<file path="src/rtl/fetch_pkg.sv">
// Shared constants and the IF/ID payload type for the RV32I fetch stage.
package fetch_pkg;

  localparam int unsigned XLEN = 32;
  localparam logic [XLEN-1:0] DEF_NOP_INST = 32'h0000_0013;
  localparam logic [XLEN-1:0] DEF_RESET_PC = 32'h0000_0000;

  typedef struct packed {
    logic [XLEN-1:0] inst;
    logic [XLEN-1:0] pc;
    logic [XLEN-1:0] pc4;
    logic            valid;
    logic            misalign;
  } ifid_t;

  function automatic logic [XLEN-1:0] pc_plus4(input logic [XLEN-1:0] pc);
    return XLEN'(pc + 32'd4);
  endfunction

endpackage

</file>
<file path="src/rtl/if_id_reg.sv">
// IF/ID pipeline register: reset > flush > stall > load.
module if_id_reg
  import fetch_pkg::*;
#(
  parameter logic [XLEN-1:0] NOP_INST = DEF_NOP_INST
) (
  input  logic  clk,
  input  logic  reset,
  input  logic  flush,
  input  logic  stall,
  input  ifid_t d,
  output ifid_t q
);

  // A flush bubbles the slot but keeps pc/pc4 so the link value stays stable.
  always_ff @(posedge clk) begin
    if (reset) begin
      q.inst     <= NOP_INST;
      q.pc       <= '0;
      q.pc4      <= 32'd4;
      q.valid    <= 1'b0;
      q.misalign <= 1'b0;
    end else if (flush) begin
      q.inst     <= NOP_INST;
      q.valid    <= 1'b0;
      q.misalign <= 1'b0;
    end else if (!stall) begin
      q <= d;
    end
  end

endmodule

</file>
<file path="src/rtl/fetch_stage.sv">
// Instruction-fetch stage: PC register, next-PC selection and IF/ID capture.
// Optional performance counters are enabled by defining FETCH_PERF_CNT_EN.
module fetch_stage
  import fetch_pkg::*;
#(
  parameter logic [31:0] RESET_PC = DEF_RESET_PC,
  parameter logic [31:0] NOP_INST = DEF_NOP_INST
) (
  input  logic        i_clk,
  input  logic        i_reset,
  output logic [31:0] o_pc,
  input  logic [31:0] i_inst,
  input  logic        i_stall_f,
  input  logic        i_flush_d,
  input  logic        i_redirect_valid,
  input  logic [31:0] i_redirect_pc,
`ifdef FETCH_PERF_CNT_EN
  output logic [31:0] o_fetch_cnt,
  output logic [31:0] o_bubble_cnt,
`endif
  output logic [31:0] o_pc_d,
  output logic [31:0] o_pc4_d,
  output logic [31:0] o_inst_d,
  output logic        o_valid_d,
  output logic        o_misalign_d
);

  logic [31:0] pc;
  logic        misalign;
  logic        bubble;
  ifid_t       ifid_d;
  ifid_t       ifid_q;

  // Redirect targets are word-aligned; the dropped low bits are remembered as a flag.
  always_ff @(posedge i_clk) begin
    if (i_reset) begin
      pc       <= RESET_PC;
      misalign <= 1'b0;
    end else if (i_redirect_valid) begin
      pc       <= {i_redirect_pc[31:2], 2'b00};
      misalign <= |i_redirect_pc[1:0];
    end else if (!i_stall_f) begin
      pc       <= pc_plus4(pc);
      misalign <= 1'b0;
    end
  end

  assign bubble = i_flush_d | i_redirect_valid;

  always_comb begin
    ifid_d.inst     = i_inst;
    ifid_d.pc       = pc;
    ifid_d.pc4      = pc_plus4(pc);
    ifid_d.valid    = 1'b1;
    ifid_d.misalign = misalign;
  end

  if_id_reg #(
    .NOP_INST (NOP_INST)
  ) u_if_id_reg (
    .clk   (i_clk),
    .reset (i_reset),
    .flush (bubble),
    .stall (i_stall_f),
    .d     (ifid_d),
    .q     (ifid_q)
  );

  assign o_pc         = pc;
  assign o_pc_d       = ifid_q.pc;
  assign o_pc4_d      = ifid_q.pc4;
  assign o_inst_d     = ifid_q.inst;
  assign o_valid_d    = ifid_q.valid;
  assign o_misalign_d = ifid_q.misalign;

`ifdef FETCH_PERF_CNT_EN
  // Loads and bubbles are mutually exclusive; stall edges touch neither.
  always_ff @(posedge i_clk) begin
    if (i_reset) begin
      o_fetch_cnt  <= '0;
      o_bubble_cnt <= '0;
    end else if (bubble) begin
      o_bubble_cnt <= 32'(o_bubble_cnt + 32'd1);
    end else if (!i_stall_f) begin
      o_fetch_cnt  <= 32'(o_fetch_cnt + 32'd1);
    end
  end
`endif

endmodule
</file>
<file path="config.mk">
export PLATFORM = sky130hd
export DESIGN_NAME = fetch_stage
export DESIGN_NICKNAME = d
export VERILOG_FILES = /design/src/rtl/fetch_pkg.sv /design/src/rtl/if_id_reg.sv /design/src/rtl/fetch_stage.sv
export SDC_FILE = /design/constraint.sdc
export NUM_CORES = 1
export LEC_CHECK = 0
export ABC_AREA = 1
export BUFFER_PORTS_ARGS = -buffer_cell sky130_fd_sc_hd__buf_4
export CORE_MARGIN = 3
export CORE_UTILIZATION = 40
export CTS_BUF_LIST = sky130_fd_sc_hd__clkbuf_8
export CTS_CLUSTER_DIAMETER = 40
export DETAILED_ROUTE_END_ITERATION = 8
export PLACE_DENSITY = 0.65
export SYNTH_ARGS = -nofsm -noshare
export SYNTH_HDL_FRONTEND = slang
export SYNTH_SLANG_ARGS = --single-unit
</file>
<file path="constraint.sdc">
create_clock -name i_clk -period 1.8 [get_ports i_clk]
set_input_delay 0.36 -clock i_clk [delete_from_list [all_inputs] [get_ports i_clk]]
set_output_delay 0.36 -clock i_clk [all_outputs]
set_load 0.01 [all_outputs]
</file>
==> results.md <==
- Part of the power in registers: 46.5%
- Post-synth EDFFs: 0
- Worst-path clk slew: 0.08 ns
- Initial antenna violation count: 0
- Reg2Reg Setup Slack: 0.23 ns
- Internal Pwr Total: 4.765 mW
- Met2 WL post-DR: 7694 µm
- Final worst slack: 0.2256 ns
- Setup bufs post-CTS: 0
- Critical path startpoint category: flip-flop
- Yosys top cell by area: dfxtp_1
- GRT overflow: 0
- Length of routed met3 wiring: 1673 µm
- Async SR Flop Fraction: 0%
- Synth top area share: 43.07%
- # fillers: 1,374
- Combinational power share: 13.2%
- Max-cap violations: 0
- Final period util: 87.47%
- DR vias: 5,550
- CTS tree: built
- DRC Markers: 0
- Per-cell routed wire length: 14.27 µm
- Mapped cell area: 5811 µm²
- WP data required: 2.17 ns
- R2r worst-path depth: 7
- IO Count: 199
- TritonCTS Buffers: 17
- Vias per cell: 4.699
- GPL Wtd Cong: 0.8511
- #FFs+latches synth: 125
- Uppermost layer routed: met4
- # diodes: 0
- Max clock buf depth: 2
- Worst r2r src: o_pc[12]
- Clk_skew: 0.01392 ns
- VDD IR max: 0.5502 mV
- Fin. Hold Viols: 0
- Nets: 1,059
- Syn avg cell area: 7.052 µm²
- RSZ-0062 raised after global routing: false
- DP HPWL: 12,220 µm
- Clock Power Share: 40.3%
- Switching Share: 25.62%
- Layout cells sized above 1: 27.87%
- Drt pass-1 iters: 4
- Setup Slack @ Placement: 0.2012 ns
- Core box area: 14,040 µm²
- Die H: 126.5 µm
- All-Layer GR Usage: 21.10%
- CTS root buf: clkbuf_8
- Worst reg2reg path endpoint: o_pc[16]
- Fmax: 635.2 MHz
- Buffers on Ports: 192
- Arrival time worst endpoint: 1.95 ns
- Sequential area share after synthesis: 43.07%
- Setup Viol. Count Final: 0
- Synth warnings: 0
- Cts repair resizes: 0
- M1 WL: 7174 µm
- Top_reg_cell synth: dfxtp_1
- Setup CP Type: reg2reg
- Net Sw Power: 1.642 mW
- Cells after synthesis: 824
- Initial DRC count: 335
- Outcome: complete, no violations
- Layout area overhead: 32.21%
- Worst setup EP type: flip-flop
- First-pass GRT wire length: 27,100 µm
- Hold Path Class: in2reg
- Vias in the first global route: 5,302
- Endpoint of the worst hold path: u_if_id_reg.q[66]
- Most common library cells after synthesis: nand2_1, dfxtp_1, nor2_1, inv_1, a21oi_1
- Hold Buf Count CTS: 0
- Power density cells: 834.0 nW/µm²
- Post-DRT Antenna Nets: 0
- Total wire length: 16,860 µm
- Initial Utilization: 41.38%
- Final TNS setup: 0 ns
- Top-count cell post-synth: nand2_1
- Lkg Pwr: 3.682 nW
- Hold Path Stages: 3
- Synth unique cells: 30
- Synth area leaders: dfxtp_1, nand2_1, a21oi_1, o21ai_0, nor2_1
- Total die area: 16,010 µm²
- Final Max Slew Viols: 0
- Clock latency on the worst-skew pair: 0.44 ns
- Htree depth: 4
- Crit Path Max Fanout: 6
- Largest net degree at the start of global routing: 88
- FP Rows: 43
- Clock sinks: 125
- Hold wc startpoint: i_inst[0]
- Die width: 126.5 µm
- Min Tclk post-route: 1.574 ns
## metal layers
metal	GRT usage, %	up-vias
li1	-	2872
met1	26.38	2457
met2	33.13	198
met3	8.463	23
met4	7.256	0
met5	0	-
## cells in the final DEF (no fill, tap or decap), types with 8 or more instances in the layout
cell type,instances
inv_1,82
nand3_1,22
o21ai_1,8
o21ai_0,73
a21oi_1,74
nor2_1,89
a31oi_1,9
buf_4,215
dfxtp_1,125
nor2_4,8
clkbuf_8,21
nand2_1,217
## power by group through the flow
stage,Combinational [mW],Sequential [mW],Clock [mW]
floorplan,0.430,3.07,0
global placement,0.849,3.04,0
detailed placement,0.853,3.04,0
CTS,0.855,2.98,2.62
global route,0.939,3.00,2.74
finish,0.846,2.98,2.58
## worst max-delay path: stages, from the launching register on
cell and delay, ns:
dfxtp_1 0.41, nand2_1 0.11, nor2_1 0.26, nand2_1 0.11
nor2_2 0.20, xor2_1 0.22, nand2_1 0.07, a21oi_1 0.12
## cell type report
class | count | area (µm²) | share of cell area [%]
inverter | 80 | 300.3 | 3.909
tap | 180 | 225.2 | 2.932
timing repair buffer | 218 | 1674 | 21.79
multi-input combinational | 547 | 2569 | 33.44
clock inverter | 10 | 122.6 | 1.596
clock buffer | 21 | 289.0 | 3.762
sequential | 125 | 2502 | 32.57
## through the flow
step	instance area, µm²	total power, mW	std cells	util, %	hold slack (ns)
after floorplan	5829	3.495	829	-	0.4382
after global placement	7271	3.887	1150	51.78	0.4512
after detailed placement	7271	3.892	1150	51.78	0.4554
after CTS	7682	6.453	1181	54.71	0.1020
after global routing	7682	6.674	1181	54.71	0.1148
final	7682	6.407	1181	54.71	0.1259
## worst max-delay path by stage
| stage | from | to | slack (ns) | cells after the start |
|---|---|---|---|---|
| 6_report | o_pc[12] | o_pc[16] | 0.23 | 7 |
| 5_1_grt | o_pc[12] | o_pc[16] | 0.07 | 7 |
| 4_1_cts | o_pc[12] | o_pc[16] | 0.19 | 7 |
| 3_5_place_dp | o_pc[12] | o_pc[16] | 0.20 | 7 |
| 3_3_place_gp | o_pc[12] | o_pc[16] | 0.25 | 7 |
| 2_1_floorplan | o_pc[3] | o_pc[20] | 0.33 | 10 |
## cell families after synthesis
group | count (synthesis) | share of synthesized area, %
other cells | 1 | 0.06454
fa+ha+maj | 1 | 0.2153
simple gates | 357 | 26.10
flops | 125 | 43.07
compound gates | 170 | 15.16
buf+inv | 157 | 13.05
xor+xnor | 13 | 2.347
## flip-flops by register name, summed over array words and instances (netlist names)
signal / count
misalign: 1
o_pc: 30
u_if_id_reg.q: 94
(Power assumes the default switching activity.)
